### config.mk
export PLATFORM = sky130hd
export DESIGN_NAME = bram_acq_writer_flat
export DESIGN_NICKNAME = d
export VERILOG_FILES = /design/src/rtl/bram_acq_writer_pkg.sv /design/src/rtl/bram_acq_writer_if.sv /design/src/rtl/bram_acq_writer_frame_checker.sv /design/src/rtl/bram_acq_writer.sv /design/src/flat_wrapper.sv
export SDC_FILE = /design/constraint.sdc
export NUM_CORES = 1
export LEC_CHECK = 0
export BUFFER_PORTS_ARGS = -buffer_cell sky130_fd_sc_hd__buf_2
export CORE_MARGIN = 8
export CORE_UTILIZATION = 55
export CTS_BUF_LIST = sky130_fd_sc_hd__clkbuf_4
export DETAILED_ROUTE_END_ITERATION = 10
export GPL_ROUTABILITY_DRIVEN = 0
export PLACE_DENSITY = 0.87
export SLEW_MARGIN = 20
export SYNTH_ARGS = -nofsm -noshare
export SYNTH_HDL_FRONTEND = slang
export SYNTH_SLANG_ARGS = --single-unit
### constraint.sdc
create_clock -name clk -period 3.5 [get_ports clk]
set_input_delay 0 -clock clk [delete_from_list [all_inputs] [get_ports clk]]
set_output_delay 0 -clock clk [all_outputs]
set_load 0.005 [all_outputs]
### src/rtl/bram_acq_writer_pkg.sv
`default_nettype none
// ============================================================================
// Module   : bram_acq_writer_pkg
// Purpose  : Shared state encoding and BRAM constants for the acquisition writer.
// Revision : 1.0  initial release
// ============================================================================
package bram_acq_writer_pkg;

  localparam logic [1:0] ST_IDLE     = 2'd0;
  localparam logic [1:0] ST_WAIT_SOF = 2'd1;
  localparam logic [1:0] ST_CAPTURE  = 2'd2;
  localparam logic [1:0] ST_DONE     = 2'd3;

  localparam int         BYTE_SHIFT  = 2;
  localparam logic [3:0] WE_ALL      = 4'hF;

endpackage
`default_nettype wire

### src/rtl/bram_acq_writer_if.sv
`default_nettype none
// ============================================================================
// Module   : bram_acq_writer_if
// Purpose  : FFT stream input and BRAM write port bundled for the writer.
// Revision : 1.0  initial release
// ============================================================================
interface bram_acq_writer_if #(
  parameter int DATA_W = 32
);

  logic [DATA_W-1:0] s_axis_tdata;
  logic              s_axis_tvalid;
  logic              s_axis_tlast;
  logic              s_axis_tready;
  logic [31:0]       bram_addr;
  logic [DATA_W-1:0] bram_din;
  logic [3:0]        bram_we;
  logic              bram_en;

  modport master (
    output s_axis_tdata, s_axis_tvalid, s_axis_tlast,
    input  s_axis_tready,
    input  bram_addr, bram_din, bram_we, bram_en
  );

  modport slave (
    input  s_axis_tdata, s_axis_tvalid, s_axis_tlast,
    output s_axis_tready,
    output bram_addr, bram_din, bram_we, bram_en
  );

endinterface
`default_nettype wire

### src/rtl/bram_acq_writer_frame_checker.sv
`default_nettype none
// ============================================================================
// Module   : acq_frame_checker
// Purpose  : Tracks frame position of captured beats; flags misplaced tlast.
// Revision : 1.0  initial release
// ============================================================================
module acq_frame_checker #(
  parameter int FRAME_LEN = 1024
) (
  input  wire logic clk,
  input  wire logic rst,
  input  wire logic clear,
  input  wire logic beat,
  input  wire logic tlast,
  output logic      sync_err
);

  localparam int CNT_W = (FRAME_LEN > 1) ? $clog2(FRAME_LEN) : 1;

  logic [CNT_W-1:0] cnt_q, cnt_d;
  logic             err_q, err_d;
  logic             at_end;

  assign at_end = (cnt_q == CNT_W'(FRAME_LEN - 1));

  always_comb begin
    cnt_d = cnt_q;
    err_d = err_q;
    if (clear) begin
      cnt_d = '0;
      err_d = 1'b0;
    end else if (beat) begin
      // No realignment: a mismatch is recorded but the count keeps its phase.
      if (tlast != at_end) err_d = 1'b1;
      cnt_d = at_end ? '0 : cnt_q + 1'b1;
    end
  end

  always_ff @(posedge clk) begin
    if (rst) begin
      cnt_q <= '0;
      err_q <= 1'b0;
    end else begin
      cnt_q <= cnt_d;
      err_q <= err_d;
    end
  end

  assign sync_err = err_q;

endmodule
`default_nettype wire

### src/rtl/bram_acq_writer.sv
`default_nettype none
// ============================================================================
// Module   : bram_acq_writer
// Purpose  : Arms on a GPIO edge, waits for a frame boundary, writes DEPTH words.
// Revision : 1.0  initial release
// ============================================================================
module bram_acq_writer
  import bram_acq_writer_pkg::*;
#(
  parameter int DEPTH     = 1024,
  parameter int ADDR_W    = 10,
  parameter int DATA_W    = 32,
  parameter int FRAME_LEN = 1024
) (
  input  wire logic         clk,
  input  wire logic         rst,
  input  wire logic         arm,
  bram_acq_writer_if.slave  bus,
  output logic [31:0]       status,
  output logic              busy,
  output logic              done,
  output logic              sync_err
);

  logic [1:0]        state_q, state_d;
  logic [31:0]       status_q, status_d;
  logic [31:0]       addr_q, addr_d;
  logic [DATA_W-1:0] din_q, din_d;
  logic [3:0]        we_q, we_d;
  logic              arm_q;
  logic              tready_q;
  logic              arm_rise;
  logic              beat;
  logic              wr_beat;
  logic              chk_clear;

  assign arm_rise = arm & ~arm_q;
  assign beat     = bus.s_axis_tvalid;

  always_comb begin
    state_d   = state_q;
    status_d  = status_q;
    addr_d    = addr_q;
    din_d     = din_q;
    we_d      = '0;
    wr_beat   = 1'b0;
    chk_clear = 1'b0;
    case (state_q)
      ST_IDLE: begin
        if (arm_rise) begin
          status_d  = '0;
          chk_clear = 1'b1;
          state_d   = ST_WAIT_SOF;
        end
      end
      ST_WAIT_SOF: begin
        if (!arm)                            state_d = ST_IDLE;
        else if (beat && bus.s_axis_tlast)   state_d = ST_CAPTURE;
      end
      ST_CAPTURE: begin
        if (!arm) begin
          state_d = ST_IDLE;
        end else if (beat) begin
          wr_beat  = 1'b1;
          we_d     = WE_ALL;
          addr_d   = {{(32-ADDR_W-BYTE_SHIFT){1'b0}}, status_q[ADDR_W-1:0], {BYTE_SHIFT{1'b0}}};
          din_d    = bus.s_axis_tdata;
          status_d = status_q + 32'd1;
          if (status_q == 32'(DEPTH - 1)) state_d = ST_DONE;
        end
      end
      ST_DONE: begin
        if (!arm) state_d = ST_IDLE;
      end
      default: state_d = ST_IDLE;
    endcase
  end

  always_ff @(posedge clk) begin
    if (rst) begin
      state_q  <= ST_IDLE;
      status_q <= '0;
      addr_q   <= '0;
      din_q    <= '0;
      we_q     <= '0;
      // Treat arm as already seen so a level held through reset is not an edge.
      arm_q    <= 1'b1;
      tready_q <= 1'b0;
    end else begin
      state_q  <= state_d;
      status_q <= status_d;
      addr_q   <= addr_d;
      din_q    <= din_d;
      we_q     <= we_d;
      arm_q    <= arm;
      tready_q <= 1'b1;
    end
  end

  acq_frame_checker #(
    .FRAME_LEN (FRAME_LEN)
  ) u_frame_checker (
    .clk      (clk),
    .rst      (rst),
    .clear    (chk_clear),
    .beat     (wr_beat),
    .tlast    (bus.s_axis_tlast),
    .sync_err (sync_err)
  );

  assign bus.s_axis_tready = tready_q;
  assign bus.bram_addr     = addr_q;
  assign bus.bram_din      = din_q;
  assign bus.bram_we       = we_q;
  assign bus.bram_en       = |we_q;
  assign status            = status_q;
  assign busy              = (state_q == ST_WAIT_SOF) || (state_q == ST_CAPTURE);
  assign done              = (state_q == ST_DONE);

endmodule
`default_nettype wire

### src/flat_wrapper.sv
// flat-port wrapper written by rule: the top's interface ports become plain ports
module bram_acq_writer_flat import bram_acq_writer_pkg::*;
#(
  parameter int DEPTH     = 1024,
  parameter int ADDR_W    = 10,
  parameter int DATA_W    = 32,
  parameter int FRAME_LEN = 1024
)
  (clk, rst, arm, status, busy, done, sync_err, bus_s_axis_tdata, bus_s_axis_tvalid, bus_s_axis_tlast, bus_s_axis_tready, bus_bram_addr, bus_bram_din, bus_bram_we, bus_bram_en);
  bram_acq_writer_if #(.DATA_W(DATA_W)) bus_i ();
  input  wire logic clk;
  input  wire logic rst;
  input  wire logic arm;
  output logic [31:0] status;
  output logic busy;
  output logic done;
  output logic sync_err;
  input wire logic [$bits(bus_i.s_axis_tdata)-1:0] bus_s_axis_tdata;
  input wire logic [$bits(bus_i.s_axis_tvalid)-1:0] bus_s_axis_tvalid;
  input wire logic [$bits(bus_i.s_axis_tlast)-1:0] bus_s_axis_tlast;
  output wire logic [$bits(bus_i.s_axis_tready)-1:0] bus_s_axis_tready;
  output wire logic [$bits(bus_i.bram_addr)-1:0] bus_bram_addr;
  output wire logic [$bits(bus_i.bram_din)-1:0] bus_bram_din;
  output wire logic [$bits(bus_i.bram_we)-1:0] bus_bram_we;
  output wire logic [$bits(bus_i.bram_en)-1:0] bus_bram_en;
  assign bus_i.s_axis_tdata = bus_s_axis_tdata;
  assign bus_i.s_axis_tvalid = bus_s_axis_tvalid;
  assign bus_i.s_axis_tlast = bus_s_axis_tlast;
  assign bus_s_axis_tready = bus_i.s_axis_tready;
  assign bus_bram_addr = bus_i.bram_addr;
  assign bus_bram_din = bus_i.bram_din;
  assign bus_bram_we = bus_i.bram_we;
  assign bus_bram_en = bus_i.bram_en;
  bram_acq_writer #(.DEPTH(DEPTH), .ADDR_W(ADDR_W), .DATA_W(DATA_W), .FRAME_LEN(FRAME_LEN)) u_core (.clk(clk), .rst(rst), .arm(arm), .bus(bus_i), .status(status), .busy(busy), .done(done), .sync_err(sync_err));
endmodule
Yosys cells after proc, flatten, opt, wreduce, memory -nomap -nowiden
Index checks and enable logic that the tools add are counted.
{"block": "totals", "latchBits": 0, "ram_bits": 0, "regBits": 93, "n_memories": 0, "elab_cells": 59, "romBits": 0, "output_inout_bits": 105}
{"block": "classes", "bitwise_logic": 4, "add_sub_neg": 2, "mux": 20, "n_shift": 0, "n_reduce_logical": 11, "n_mul": 0, "eq_ne": 13, "div": 0, "magnitude_cmp": 0}
{"op": "$mux W32", "n": 3}
{"op": "$pmux W32 S2", "n": 1}
{"op": "$add A32 B1 Y32 const B", "n": 1}
{"op": "$eq A32 B10 Y1 const B", "n": 1}
{"op": "$mux W2", "n": 7}
{"op": "$add A10 B1 Y10 const B", "n": 1}
{"op": "$eq A10 B10 Y1 const B", "n": 1}
{"op": "$mux W10", "n": 1}
{"op": "$pmux W2 S4", "n": 1}
{"op": "$mux W1", "n": 6}
{"op": "$ne A2 B2 Y1 const B", "n": 3}
{"op": "$ne A3 B2 Y1 const B", "n": 2}
{"op": "$reduce_and A5 Y1", "n": 1}
{"op": "$eq A2 B2 Y1 const B", "n": 2}
{"op": "$mux W4", "n": 1}
{"op": "$reduce_and A4 Y1", "n": 1}
{"op": "$reduce_or A4 Y1", "n": 1}
{"op": "$ne A3 B3 Y1 const B", "n": 1}
{"op": "$not A1 Y1", "n": 3}
{"op": "$reduce_and A3 Y1", "n": 1}
{"op": "$reduce_or A3 Y1", "n": 1}
{"op": "$eq A2 B1 Y1 const B", "n": 1}
{"op": "$logic_not A2 Y1", "n": 1}
{"op": "$ne A2 B1 Y1 const B", "n": 1}
{"op": "other kinds (7)", "n": 7}

Depth between registers and ports, before layout
Gate-level depths: netlist (run 1).
{"block": "depth", "ltp_word": 5, "mapped_depth": 9, "ltp_nobuf": 7}

Cells and area by module
A second synthesis (run 1) with hierarchy kept.
{"block": "hier_totals", "cells_unflattened": 489, "area_unflattened_um2": 4050.1}
{"mod": "bram_acq_writer", "n_inst": 1, "area_per_inst_um2": 3497.1, "cells_per_inst": 426, "seq_area_each_um2": 1581.5}
{"mod": "acq_frame_checker", "n_inst": 1, "area_per_inst_um2": 553.0, "cells_per_inst": 63, "seq_area_each_um2": 220.2}

Worst setup path after synthesis (run 1)
No wires, ideal clock.
{"block": "synth_timing", "kind": "register -> register", "from": "reg u_core.state_q[0]", "to": "reg u_core.status_q[30], in the netlist u_core.status[30]", "synth_period_minus_slack_ns": 1.984, "setup_slack_ns": 1.516, "n_path_buf": 1, "required_ns": 3.430, "t_arrival_ns": 1.913, "stages_incl_launch_ff": 9, "setup_time_ns": 0.070, "path_cell_list": "dfxtp_1 > inv_1 > ha_1 > buf_2 > nand2b_1 > o2111a_1 > nand4_4 > or4_1 > a21oi_1"}
{"block": "synth_between", "elab_chain_cells": 3, "word_cells_on_any_way": 8, "cone_classes": "eq/ne (4); mux (1); reduce/logical (3)"}
{"item": "start: declaration", "line_no": "bram_acq_writer.sv:25", "rtl": "logic [1:0] state_q, state_d;"}
{"item": "start signal: assignment", "line_no": "bram_acq_writer.sv:90", "rtl": "state_q <= state_d;"}
{"item": "$eq A2 B2 Y1 / $logic_not A2 Y1 (equally long branches)", "line_no": "bram_acq_writer.sv:48", "rtl": "case (state_q)"}
{"item": "$ne A2 B2 Y1 (no source line) (tied with other cells)"}
{"item": "$reduce_and A4 Y1 (no source line)"}
{"item": "end signal: assignment", "line_no": "bram_acq_writer.sv:91", "rtl": "status_q <= status_d;"}
{"item": "end: declaration", "line_no": "bram_acq_writer.sv:26", "rtl": "logic [31:0] status_q, status_d;"}
Parallel ways exist; a longest one is shown, timed or not.
A chain may end at the register's enable or synchronous reset.

Final worst setup path (run 1)
{"block": "layout_timing", "from": "reg u_core.state_q[0]", "to": "reg u_core.status_q[26], in the netlist u_core.status[26]"}
The elaborated chain is that of the path after synthesis.

==> results.md, run 1 <==
Clocking:
- The number of setup buffers added after CTS is 0.
- The clock tree synthesis step divided the H-tree into 3 levels.
- The number of gates given a new drive strength after cts is 0.
- TritonCTS created 9 clock buffers.
- For the worst-skew pair, the clock arrives at the later sink with an insertion delay of 0.45 ns.
- Clock tree synthesis found a total of 90 sinks.
- CTS placed an instance of sky130_fd_sc_hd__clkbuf_4 at the clock tree root.
- The maximum buffer depth of the clock tree is 2.
- The clock transition time at the flip-flop clock pins of the worst setup and hold paths is 0.16 ns.
- The clock tree from TritonCTS is done.
- The number of hold buffers added after cts is 35.

Setup path:
- The number of buffers and inverters on the critical path is 1.
- Along the worst path, the maximum fanout reaches 19.
- In this design, the largest share of critical-path delay is due to simple AND/OR/NAND/NOR gates.
- The cell with the biggest individual delay on the critical path is sky130_fd_sc_hd__or4_1.
- The maximum single-stage delay on the critical path is 0.61 ns.
- The arrival time of data at the critical path endpoint is 3.07 ns.
- The signal on the critical path passes through inv_1 > ha_1 > nand2b_1 > o2111a_1 > nand4_4 > or4_1 > a21oi_1.
- The worst reg-to-reg setup slack is 0.81 ns.
- The element type at the critical path end is a flip-flop.
- The kind of start point of the critical path is a flip-flop.
- Data on the critical path is required at its endpoint by 3.88 ns.
- By startpoint and endpoint, the worst setup path is classified as reg2reg.

Min path:
- The path type of the worst min-delay path is in2reg.

STA:
- The number of setup violations in the final report is 0.
- The max-slew headroom at the worst pin is 33.6%.
- Adding up every negative setup slack in the final design gives 0 ns.
- At the pin with the least slew margin, the transition time is 0.996 ns.
- The maximum clock rate is 371 MHz.
- Setup repair after global routing left no endpoint under its margin.
- The final hold violation count is 0.
- The final max-slew violation count is 0.
- The final worst slack is 0.806 ns.
- The ratio of final minimum period to clock period is 77.0%.
- The minimum clock period after layout is 2.69 ns.
- On the final layout, the worst clock skew is 0.0132 ns.

Synth:
- Sorting the synthesized cells by area gives the leading types as sky130_fd_sc_hd__dfxtp_1, sky130_fd_sc_hd__nand2_1, sky130_fd_sc_hd__a21oi_1.
- In this run, synthesis produced a sequential element count of 90.
- The sequential share of the synthesized area is 44.9%.
- The fraction of post-synthesis cell area in the top cell type by area is 44.9%.
- For this run, the number of Yosys warnings is 0.
- The most frequently used flop master after synthesis is sky130_fd_sc_hd__dfxtp_1.
- The number of synthesized flops with an enable pin is 0.
- Of all cell types, the one taking the most synthesized area is sky130_fd_sc_hd__dfxtp_1.
- For this run, asynchronously set or reset flops after synthesis account for 0%.
- The cell with the most instances after synthesis is sky130_fd_sc_hd__nand2_1.
- The netlist uses 42 different library cells.
- The post-synthesis cell count is 488.
- By count the netlist is led by sky130_fd_sc_hd__nand2_1, sky130_fd_sc_hd__dfxtp_1, sky130_fd_sc_hd__a21oi_1, sky130_fd_sc_hd__buf_4, sky130_fd_sc_hd__nor2_1.
- The post-synthesis average cell area is 8.21 µm².
- The cell area after synthesis is 4010 µm².

Global route:
- Global routing used 22.0% of the available tracks.
- The initial antenna violation count came to 0.
- The total congestion overflow is 0.
- The global-route wire length before repair is 18200 µm.
- Entering global routing, the biggest net connects 47 pins.
- The number of global-route vias before repair came to 3752.

Power and ir drop:
- The leakage power total is 2.12 nW.
- For this design the ratio of total power to cell area is 358 nW/µm².
- The worst vdd rail ir drop is 0.197 mV.

Routing:
- In the final routed layout, each cell accounts on average for 15.6 µm.
- After detailed routing, the number of remaining DRC violations is 0.
- The iteration-0 DRC count of the detailed router is 249.
- The remaining antenna violation count is 0.
- The routed design has 11400 µm of wire.
- For this block, the via count after detailed routing is 3961.
- After detailed routing, the number of vias per cell comes to 5.44.
- The detailed-routing iteration count for the pre-antenna-repair pass is 5.

Die:
- During I/O placement, the number of pins put on the boundary was 142.
- The core outline area is 7140 µm².
- The die is 101 µm wide.
- The floorplan row count is 31.
- In this run the vertical extent of the chip is 101 µm.
- The total die area is 10300 µm².
- For this configuration, the core starts out at a cell density of 56.2%.

Final layout:
- The utilization after layout is 70.7%.
- The final layout contains 668 nets.
- The fraction of layout instances using a drive strength above 1 is 23.4%.
- The repair_antennas step left the layout with diodes totalling 0.
- Compared with the post-synthesis result, the final layout area differs by 25.8%.

Status:
- The flow ran to the end, and the final reports show no timing, DRC or antenna violations.

Run:
- Max-cap violations in this run came to 0.

Place:
- After legalization and detailed placement, the total HPWL measured 7600 µm.
- The setup slack at placement is 0.861 ns.
- Input and output buffers added on the ports amount to 119.
## worst reg2reg max path, stage by stage (launching register included)
cell and delay [ns]:
sky130_fd_sc_hd__dfxtp_1 0.42, sky130_fd_sc_hd__inv_1 0.11, sky130_fd_sc_hd__ha_1 0.31, sky130_fd_sc_hd__nand2b_1 0.13, sky130_fd_sc_hd__o2111a_1 0.54, sky130_fd_sc_hd__nand4_4 0.35
sky130_fd_sc_hd__or4_1 0.62, sky130_fd_sc_hd__a21oi_1 0.15
## routing by layer
| layer | part of all wire, % | global-route usage [%] | vias up |
|---|---|---|---|
| met5 | 0 | 0 | - |
| met4 | 2.9 | 8.48 | 0 |
| met3 | 6.5 | 5.15 | 26 |
| met2 | 51 | 38.8 | 153 |
| met1 | 40 | 24.9 | 1865 |
| li1 | - | - | 1917 |
## state kept, by name, indices dropped and copies added, names as in the netlist
name	count
u_core.arm_q	1
u_core.bus.bram_din	32
u_core.state_q	2
u_core.bus.bram_we	1
u_core.status	32
u_core.u_frame_checker.sync_err	1
u_core.u_frame_checker.cnt_q	10
u_core.bus.bram_addr	10
u_core.bus.s_axis_tready	1
## layout make-up
class                      count  area [µm²]
clock buffer                   9        67.6
clock inverter                 7        95.1
fill                         547        2090
inverter                      10        37.5
multi-input combinational    356        1950
sequential                    90        1800
tap                           99         124
timing repair buffer         157         968
## path summary, 6_finish.rpt
path / cells past startpoint / endpoint / startpoint
min: 2 / u_core.bus.bram_we[2]$_SDFF_PP0_ / rst
min reg2reg: 2 / u_core.bus.bram_din[26]$_SDFFE_PP0P_ / u_core.bus.bram_din[26]$_SDFFE_PP0P_
max reg2reg: 7 / u_core.status[26]$_SDFFE_PP0P_ / u_core.state_q[0]$_SDFFE_PP0P_
max: 7 / u_core.status[26]$_SDFFE_PP0P_ / u_core.state_q[0]$_SDFFE_PP0P_
## per-stage QoR
step                      std cells  area (µm²)  power (mW)  hold slack, ns
after floorplan                 509        4090        1.14           0.136
final                           728        5040        1.80           0.121
after CTS                       728        5040        1.81          0.0850
after detailed placement        677        4530        1.16           0.246
after global placement          677        4530        1.16           0.241
after global routing            728        5040        1.86           0.160
## placed cells by master (no fill, tap or decap), types with 2 or more instances in the layout
cell                            synthesis  routed
sky130_fd_sc_hd__inv_8                  0       2
sky130_fd_sc_hd__conb_1                 1      22
sky130_fd_sc_hd__and2_1                 3       3
sky130_fd_sc_hd__nor4_1                 5       5
sky130_fd_sc_hd__or4_1                 12      12
sky130_fd_sc_hd__o211ai_1               2       2
sky130_fd_sc_hd__a21oi_1               65      65
sky130_fd_sc_hd__nand4_4                3       3
sky130_fd_sc_hd__nand3b_1               2       2
sky130_fd_sc_hd__or3_1                  9       9
sky130_fd_sc_hd__and4_1                 5       5
sky130_fd_sc_hd__dfxtp_1               90      90
sky130_fd_sc_hd__nor3_1                 2       2
sky130_fd_sc_hd__and3_1                 6       6
sky130_fd_sc_hd__nor2_1                24      24
sky130_fd_sc_hd__buf_4                 27       3
sky130_fd_sc_hd__clkbuf_4               0       9
sky130_fd_sc_hd__xor2_1                14      14
sky130_fd_sc_hd__inv_1                 10      10
sky130_fd_sc_hd__buf_2                  3     119
sky130_fd_sc_hd__o21ai_0               13      13
sky130_fd_sc_hd__inv_6                  0       2
sky130_fd_sc_hd__nand3_1               14      14
sky130_fd_sc_hd__o31ai_1               10      10
sky130_fd_sc_hd__nand2_1              105     105
sky130_fd_sc_hd__ha_1                   7       7
sky130_fd_sc_hd__nand4_1               12      12
sky130_fd_sc_hd__dlygate4sd3_1          0      35
sky130_fd_sc_hd__xnor2_1                6       6
## kinds of logic (layout without fill, tap and decap cells)
kind of cell               after synthesis  in the layout  synth area share (%)
and+or+nand+nor                        209            209                  26.2
xor gates and xnor gates                20             20                  4.37
AOI/OAI and AO/OA                       98             98                  13.6
adders and majority gates                7              7                  2.18
other                                    1             22                0.0935
buffers and inverters                   63            183                  8.52
DFF                                     90             90                  44.9
## report_power, final
group          total, mW  internal, mW  leakage (nW)  switching, mW
combinational      0.136        0.0632          1.31         0.0726
clock              0.630         0.240        0.0877          0.389
sequential          1.04          1.03         0.726        0.00771
total               1.80          1.33          2.12          0.470
(Power assumes the default switching activity.)
==> run 2, diff against run 1 <==
--- a/config.mk
+++ b/config.mk
@@ -7,11 +7,11 @@
 export LEC_CHECK = 0
 export BUFFER_PORTS_ARGS = -buffer_cell sky130_fd_sc_hd__buf_2
 export CORE_MARGIN = 8
-export CORE_UTILIZATION = 55
+export CORE_UTILIZATION = 52
 export CTS_BUF_LIST = sky130_fd_sc_hd__clkbuf_4
 export DETAILED_ROUTE_END_ITERATION = 10
 export GPL_ROUTABILITY_DRIVEN = 0
-export PLACE_DENSITY = 0.87
+export PLACE_DENSITY = 0.83
 export SLEW_MARGIN = 20
 export SYNTH_ARGS = -nofsm -noshare
 export SYNTH_HDL_FRONTEND = slang
==> constraint.sdc (replaced) <==
create_clock -name clk -period 2.51 [get_ports clk]
set_input_delay 0 -clock clk [delete_from_list [all_inputs] [get_ports clk]]
set_output_delay 0 -clock clk [all_outputs]
set_load 0.005 [all_outputs]
==> run 2 against run 1 <==
Maximum frequency up 18%. Clock-buffer cell count increased by 1. Hold slack better by 0.21 ns. Sequential share of layout area shrank 0.26 points. Clock power is 34% higher. Combinational power grew 49%. First-iteration DRC count shrank 15%. Final cell count up 1.4%. Largest power group unchanged.
==> results.md, run 2 (same netlist as run 1, synthesis figures left out) <==
Status:
- Status: completed (unchanged).

Setup path:
- The cell with the biggest individual delay on the critical path is sky130_fd_sc_hd__or4_1 (unchanged).
- The element type at the critical path end was a flip-flop (unchanged).
- Worst path cell trace: inv_1 > ha_1 > nand2b_1 > o2111a_1 > nand4_4 > or4_1 > a21oi_1 (unchanged).
- The maximum single-stage delay on the critical path is 0.58 ns (was 0.61 ns).
- The buffers plus inverters on the worst setup path is 1 (unchanged).
- The maximum fanout count along the critical path came to 19 (unchanged).
- The type of the setup path with the least slack is reg2reg (unchanged).
- The dominant delay contributor by cell family on the critical path is simple AND/OR/NAND/NOR gates (unchanged).
- The kind of start point of the critical path is a flip-flop (unchanged).
- The arrival time of data at the critical path endpoint is 2.67 ns (was 3.07 ns).
- The endpoint required time on the critical path was 2.89 ns (was 3.88 ns).

Power and ir drop:
- The leakage power total is 2.14 nW (was 2.12 nW).
- The total power density per cell area is 490 nW/µm² (was 358 nW/µm²).
- The worst vdd rail ir drop came to 0.301 mV (was 0.197 mV).

Final layout:
- The number of nets in the layout is 674 (was 668).
- The fraction of layout instances using a drive strength above 1 was 23.9% (was 23.4%).
- Most frequent cells in the layout: sky130_fd_sc_hd__buf_2, sky130_fd_sc_hd__nand2_1, sky130_fd_sc_hd__dfxtp_1 (unchanged).
- The leading cell type in the layout, fill and taps excluded is sky130_fd_sc_hd__buf_2 (unchanged).
- The layout overhead on the synthesized area came to 26.7% (was 25.8%).
- The number of inserted filler cells in the final layout is 648 (was 547).

Place:
- The count of input and output buffers is 119 (unchanged).
- The setup slack at placement came to 0.223 ns (was 0.861 ns).
- The detailed-placement wirelength estimate is 7520 µm (was 7600 µm).

STA:
- The final max-slew violation count is 0 (unchanged).
- The ratio of final minimum period to clock period is 91.1% (was 77.0%).
- The setup TNS is 0 ns (unchanged).
- The number of setup violations in the final report is 0 (unchanged).
- The final hold violation count is 0 (unchanged).
- The max-slew headroom at the worst pin is 62.6% (was 33.6%).
- The final worst slack is 0.224 ns (was 0.806 ns).
- Setup repair after global routing missed its margin: false (unchanged).
- The worst clock skew on the final layout is 0.0196 ns (was 0.0132 ns).
- The transition at the pin with the smallest max-transition slack is 0.561 ns (was 0.996 ns).
- The minimum clock period after layout is 2.29 ns (was 2.69 ns).
- The maximum clock rate is 437 MHz (was 371 MHz).

Die:
- The initial core utilization came to 52.7% (was 56.2%).
- The chip width came to 104 µm (was 101 µm).
- The vertical die dimension was 104 µm (was 101 µm).
- The total die area is 10800 µm² (was 10300 µm²).
- The core outline area came to 7610 µm² (was 7140 µm²).
- The I/O pin count is 142 (unchanged).
- The floorplan row count is 32 (was 31).

Clocking:
- The clock net sink count was 90 (unchanged).
- The clock transition time at the flip-flop clock pins of the worst setup and hold paths is 0.15 ns (was 0.16 ns).
- The clock tree from TritonCTS was done (unchanged).
- The insertion delay to the later sink of the worst-skew pair is 0.44 ns (was 0.45 ns).
- The number of buffers added by the clock tree synthesis step is 9 (unchanged).
- The level count of the clock H-tree was 3 (unchanged).
- The clock tree root buffer cell is sky130_fd_sc_hd__clkbuf_4 (unchanged).
- The maximum buffer depth of the clock tree was 2 (unchanged).
- The number of gates given a new drive strength after cts is 0 (unchanged).

Routing:
- The detailed-routing iteration count for the pre-antenna-repair pass was 4 (was 5).
- The remaining antenna violation count was 0 (unchanged).
- The iteration-0 DRC count of the detailed router came to 211 (was 249).
- The remaining routing DRC violations is 0 (unchanged).
- The per-cell routed wire length came to 14.9 µm (was 15.6 µm).
- The via-per-instance ratio is 5.33 (was 5.44).
- The via count was 3936 (was 3961).
- The routed wire length is 11000 µm (was 11400 µm).

Run:
- The count of max-cap constraint violations is 0 (unchanged).

Min path:
- The path type of the worst min-delay path is in2reg (unchanged).

Global route:
- The total congestion overflow is 0 (unchanged).
- The number of global-route vias before repair was 3911 (was 3752).
- The maximum number of pins on one net before global-route repair is 47 (unchanged).
- The global-route wire length before repair is 18400 µm (was 18200 µm).
- The combined global-route utilization of all metal layers is 20.0% (was 22.0%).
- The initial antenna violation count came to 1 (was 0).
run 2: changes by cell type in the layout (fill, tap and decap cells not counted), sizes merged:
cell	change
diode	+1
buf	+5
inv	-1
clkbuf	+1
clkinv	-1
clkinvlp	+1
dlygate4sd3	+1
run 2: report_power, final:
group / total (mW) / internal (mW) / switching [mW]
logic: 0.203 / 0.0953 / 0.108
clock network: 0.842 / 0.328 / 0.514
registers: 1.44 / 1.44 / 0.00649
run 2: worst paths after layout:
| path | cells past startpoint | slack, ns | endpoint | start |
|---|---|---|---|---|
| worst min-delay path | 4 | 0.33 | u_core.bus.bram_din[27]$_SDFFE_PP0P_ | bus_s_axis_tdata[27] |
| worst max-delay path | 7 | 0.22 | u_core.status[24]$_SDFFE_PP0P_ | u_core.state_q[0]$_SDFFE_PP0P_ |
| worst max register to register | 7 | 0.22 | u_core.status[24]$_SDFFE_PP0P_ | u_core.state_q[0]$_SDFFE_PP0P_ |
| worst min register to register | 2 | 0.46 | u_core.bus.bram_addr[10]$_SDFFE_PP0P_ | u_core.bus.bram_addr[10]$_SDFFE_PP0P_ |
run 2: area by class of cell:
class                      count  area [µm²]  share of cell area, %
clock buffer                  10        75.1                   1.48
clock inverter                 6        71.3                   1.40
inverter                      10        37.5                  0.739
tap                          102         128                   2.51
sequential                    90        1800                   35.5
antenna                        1        2.50                 0.0493
timing repair buffer         163        1020                   20.0
multi-input combinational    356        1950                   38.3
run 2: worst register-to-register path, delay by kind of cell, from the launching register on:
kind | cells | cell delay (ns)
AOI/OAI and AO/OA | 2 | 0.46
adders and majority gates | 1 | 0.31
buffers and inverters | 1 | 0.10
DFF | 1 | 0.41
and+or+nand+nor | 3 | 0.97
run 2: timing repair:
item | in CTS | in global routing
buffers inserted | 0 | 0
hold buffers | 36 | 0
setup endpoints to repair | 0 | 0
hold endpoints to repair | 37 | 0
run 2: metal layers:
layer  vias up  GRT usage (%)  share of wire, %
li1       1930              -                 -
met4         0           11.3               3.6
met5         -              0                 0
met1      1847           21.5                39
met3        35           5.20               6.0
met2       124           35.1                51
run 2: through the flow:
stage               cells  cell area [µm²]  power, mW  utilization, %  hold slack [ns]
floorplan             509             4090       1.59               -            0.136
finish                738             5080       2.49            66.8            0.329
global placement      685             4570       1.62            60.1            0.234
global route          738             5080       2.58            66.8            0.317
CTS                   737             5080       2.51            66.7            0.308
detailed placement    685             4570       1.63            60.1            0.239
==> run 3, diff against run 2 <==
--- a/config.mk
+++ b/config.mk
@@ -8,7 +8,7 @@
 export BUFFER_PORTS_ARGS = -buffer_cell sky130_fd_sc_hd__buf_2
 export CORE_MARGIN = 8
 export CORE_UTILIZATION = 52
-export CTS_BUF_LIST = sky130_fd_sc_hd__clkbuf_4
+export CTS_BUF_LIST = sky130_fd_sc_hd__clkbuf_8
 export DETAILED_ROUTE_END_ITERATION = 10
 export GPL_ROUTABILITY_DRIVEN = 0
 export PLACE_DENSITY = 0.83
==> run 3 against run 2 <==
Maximum frequency is essentially flat. Clock-buffer cell count shrank 1. Final cell count shrank 0.27%. Sequential share of layout area shrank 0.23 points.
==> results.md, run 3 (same netlist as run 1, synthesis figures left out) <==
Global route:
- The combined global-route utilization of all metal layers is 20.1% (was 20.0%).
- The maximum number of pins on one net before global-route repair is 47 (unchanged).
- The total congestion overflow was 0 (unchanged).
- The global-route wire length before repair is 18400 µm (about the same).
- The initial antenna violation count is 1 (unchanged).
- The number of global-route vias before repair is 3876 (was 3911).

Routing:
- The remaining antenna violation count is 0 (unchanged).
- The remaining routing DRC violations is 0 (unchanged).
- The routed wire length came to 11100 µm (was 11000 µm).
- The via-per-instance ratio is 5.32 (was 5.33).
- The per-cell routed wire length is 15.1 µm (was 14.9 µm).
- The via count is 3913 (was 3936).
- The detailed-routing iteration count for the pre-antenna-repair pass is 5 (was 4).
- The iteration-0 DRC count of the detailed router came to 164 (was 211).

Min path:
- The path type of the worst min-delay path was in2reg (unchanged).
- The launch point of the worst hold path is bus_s_axis_tlast (was bus_s_axis_tdata[27]).
- The worst hold path stage count was 4 (unchanged).
- The endpoint of the worst hold-timing path was u_core.u_frame_checker.sync_err$_SDFFE_PP0P_ (was u_core.bus.bram_din[27]$_SDFFE_PP0P_).

Setup path:
- The worst reg2reg path startpoint is u_core.state_q[0]$_SDFFE_PP0P_ (unchanged).
- The worst reg-to-reg setup slack is 0.23 ns (was 0.22 ns).
- The maximum fanout count along the critical path is 19 (unchanged).
- The kind of start point of the critical path is a flip-flop (unchanged).
- The endpoint required time on the critical path came to 2.80 ns (was 2.89 ns).
- The type of the setup path with the least slack is reg2reg (unchanged).
- The element type at the critical path end is a flip-flop (unchanged).
- The arrival time of data at the critical path endpoint is 2.58 ns (was 2.67 ns).
- The end of the worst register-to-register path is u_core.status[24]$_SDFFE_PP0P_ (unchanged).
- The depth of the worst register-to-register path was 7 (unchanged).

STA:
- The transition at the pin with the smallest max-transition slack is 0.564 ns (was 0.561 ns).
- Setup repair after global routing missed its margin: false (unchanged).
- The final worst slack is 0.226 ns (was 0.224 ns).
- The final max-slew violation count is 0 (unchanged).
- The setup TNS was 0 ns (unchanged).
- The worst clock skew on the final layout is 0.0142 ns (was 0.0196 ns).
- The number of setup violations in the final report is 0 (unchanged).
- The final hold violation count was 0 (unchanged).
- The minimum clock period after layout came to 2.28 ns (was 2.29 ns).
- The ratio of final minimum period to clock period is 91.0% (was 91.1%).
- The max-slew headroom at the worst pin is 62.4% (was 62.6%).
- The maximum clock rate was 438 MHz (was 437 MHz).

Clocking:
- The maximum buffer depth of the clock tree is 2 (unchanged).
- The clock tree from TritonCTS was done (unchanged).
- The insertion delay to the later sink of the worst-skew pair came to 0.35 ns (was 0.44 ns).
- The clock transition time at the flip-flop clock pins of the worst setup and hold paths is 0.10 ns (was 0.15 ns).
- The level count of the clock H-tree came to 3 (unchanged).
- The number of setup buffers added after CTS is 0 (unchanged).
- The clock net sink count came to 90 (unchanged).
- The number of gates given a new drive strength after cts is 0 (unchanged).
- The number of buffers added by the clock tree synthesis step is 9 (unchanged).
- The clock tree root buffer cell is sky130_fd_sc_hd__clkbuf_8 (was sky130_fd_sc_hd__clkbuf_4).
- The number of hold buffers added after cts is 34 (was 36).

Die:
- The I/O pin count is 142 (unchanged).
- The core outline area came to 7610 µm² (unchanged).
- The vertical die dimension was 104 µm (unchanged).
- The floorplan row count is 32 (unchanged).
- The initial core utilization came to 52.7% (unchanged).
- The chip width is 104 µm (unchanged).
- The total die area is 10800 µm² (unchanged).

Status:
- Status: completed (unchanged).

Power and ir drop:
- The power consumption was 2.65 mW (was 2.49 mW).
- The worst vdd rail ir drop is 0.334 mV (was 0.301 mV).
- The leakage power total came to 2.16 nW (was 2.14 nW).
- The total power density per cell area is 518 nW/µm² (was 490 nW/µm²).

Final layout:
- The layout overhead on the synthesized area is 27.5% (was 26.7%).
- The leading cell type in the layout, fill and taps excluded is sky130_fd_sc_hd__buf_2 (unchanged).
- The fraction of layout instances using a drive strength above 1 is 23.9% (about the same).
- Most frequent cells in the layout: sky130_fd_sc_hd__buf_2, sky130_fd_sc_hd__nand2_1, sky130_fd_sc_hd__dfxtp_1 (unchanged).
- The number of nets in the layout is 672 (was 674).

Place:
- The setup slack at placement is 0.223 ns (unchanged).
- The detailed-placement wirelength estimate was 7520 µm (unchanged).
- The count of input and output buffers is 119 (unchanged).

Run:
- The count of max-cap constraint violations is 0 (unchanged).
-- run 3: cell count changes in the layout (fill, tap and decap cells not counted) --
| cell | before | now |
|---|---|---|
| sky130_fd_sc_hd__clkbuf_4 | 10 | 0 |
| sky130_fd_sc_hd__clkbuf_8 | 0 | 9 |
| sky130_fd_sc_hd__dlygate4sd3_1 | 36 | 34 |
| sky130_fd_sc_hd__inv_1 | 10 | 11 |
-- run 3: where the power goes --
group          total, mW  switching, mW  leakage, nW  internal (mW)
clock network       1.01          0.536        0.103          0.470
registers           1.44        0.00672        0.726           1.43
logic              0.201          0.107         1.33         0.0932
-- run 3: final cells by class --
cell class              count  area, µm²
multi-input cells         356       1950
clock buffers               9        124
flip-flops and latches     90       1800
inverters                  10       37.5
well taps                 102        128
repair buffers            161        996
fillers                   640       2490
clock inverters             7       75.1
diodes                      1       2.50
-- run 3: critical path: stages (launching register included) --
cell	delay [ns]
sky130_fd_sc_hd__dfxtp_1	0.40
sky130_fd_sc_hd__inv_1	0.10
sky130_fd_sc_hd__ha_1	0.31
sky130_fd_sc_hd__nand2b_1	0.13
sky130_fd_sc_hd__o2111a_1	0.31
sky130_fd_sc_hd__nand4_4	0.26
sky130_fd_sc_hd__or4_1	0.58
sky130_fd_sc_hd__a21oi_1	0.15
-- run 3: stage by stage --
stage	hold WS (ns)	std cells	instance area, µm²	util [%]
2_1_floorplan	0.136	509	4090	-
3_3_place_gp	0.234	685	4570	60.1
3_5_place_dp	0.239	685	4570	60.1
4_1_cts	0.0236	735	5110	67.2
5_1_grt	0.0658	736	5110	67.2
6_report	0.0373	736	5110	67.2
-- run 3: worst max path at each step --
stage | start | endpoint | slack [ns] | cells past startpoint
6_report | u_core.state_q[0]$_SDFFE_PP0P_ | u_core.status[24]$_SDFFE_PP0P_ | 0.23 | 7
3_5_place_dp | u_core.state_q[0]$_SDFFE_PP0P_ | u_core.status[24]$_SDFFE_PP0P_ | 0.22 | 7
3_3_place_gp | u_core.state_q[0]$_SDFFE_PP0P_ | u_core.status[28]$_SDFFE_PP0P_ | 0.36 | 7
2_1_floorplan | u_core.state_q[0]$_SDFFE_PP0P_ | u_core.status[30]$_SDFFE_PP0P_ | 0.53 | 8
4_1_cts | u_core.state_q[0]$_SDFFE_PP0P_ | u_core.status[24]$_SDFFE_PP0P_ | 0.21 | 7
5_1_grt | u_core.state_q[0]$_SDFFE_PP0P_ | u_core.status[24]$_SDFFE_PP0P_ | 0.02 | 7
-- run 3: per-layer routing --
layer | global-route usage (%) | wire (µm) | vias to the layer above
li1 | - | - | 1919
met1 | 21.6 | 4400 | 1813
met2 | 35.1 | 5590 | 145
met3 | 4.83 | 689 | 36
met4 | 12.0 | 422 | 0
met5 | 0 | 0 | -
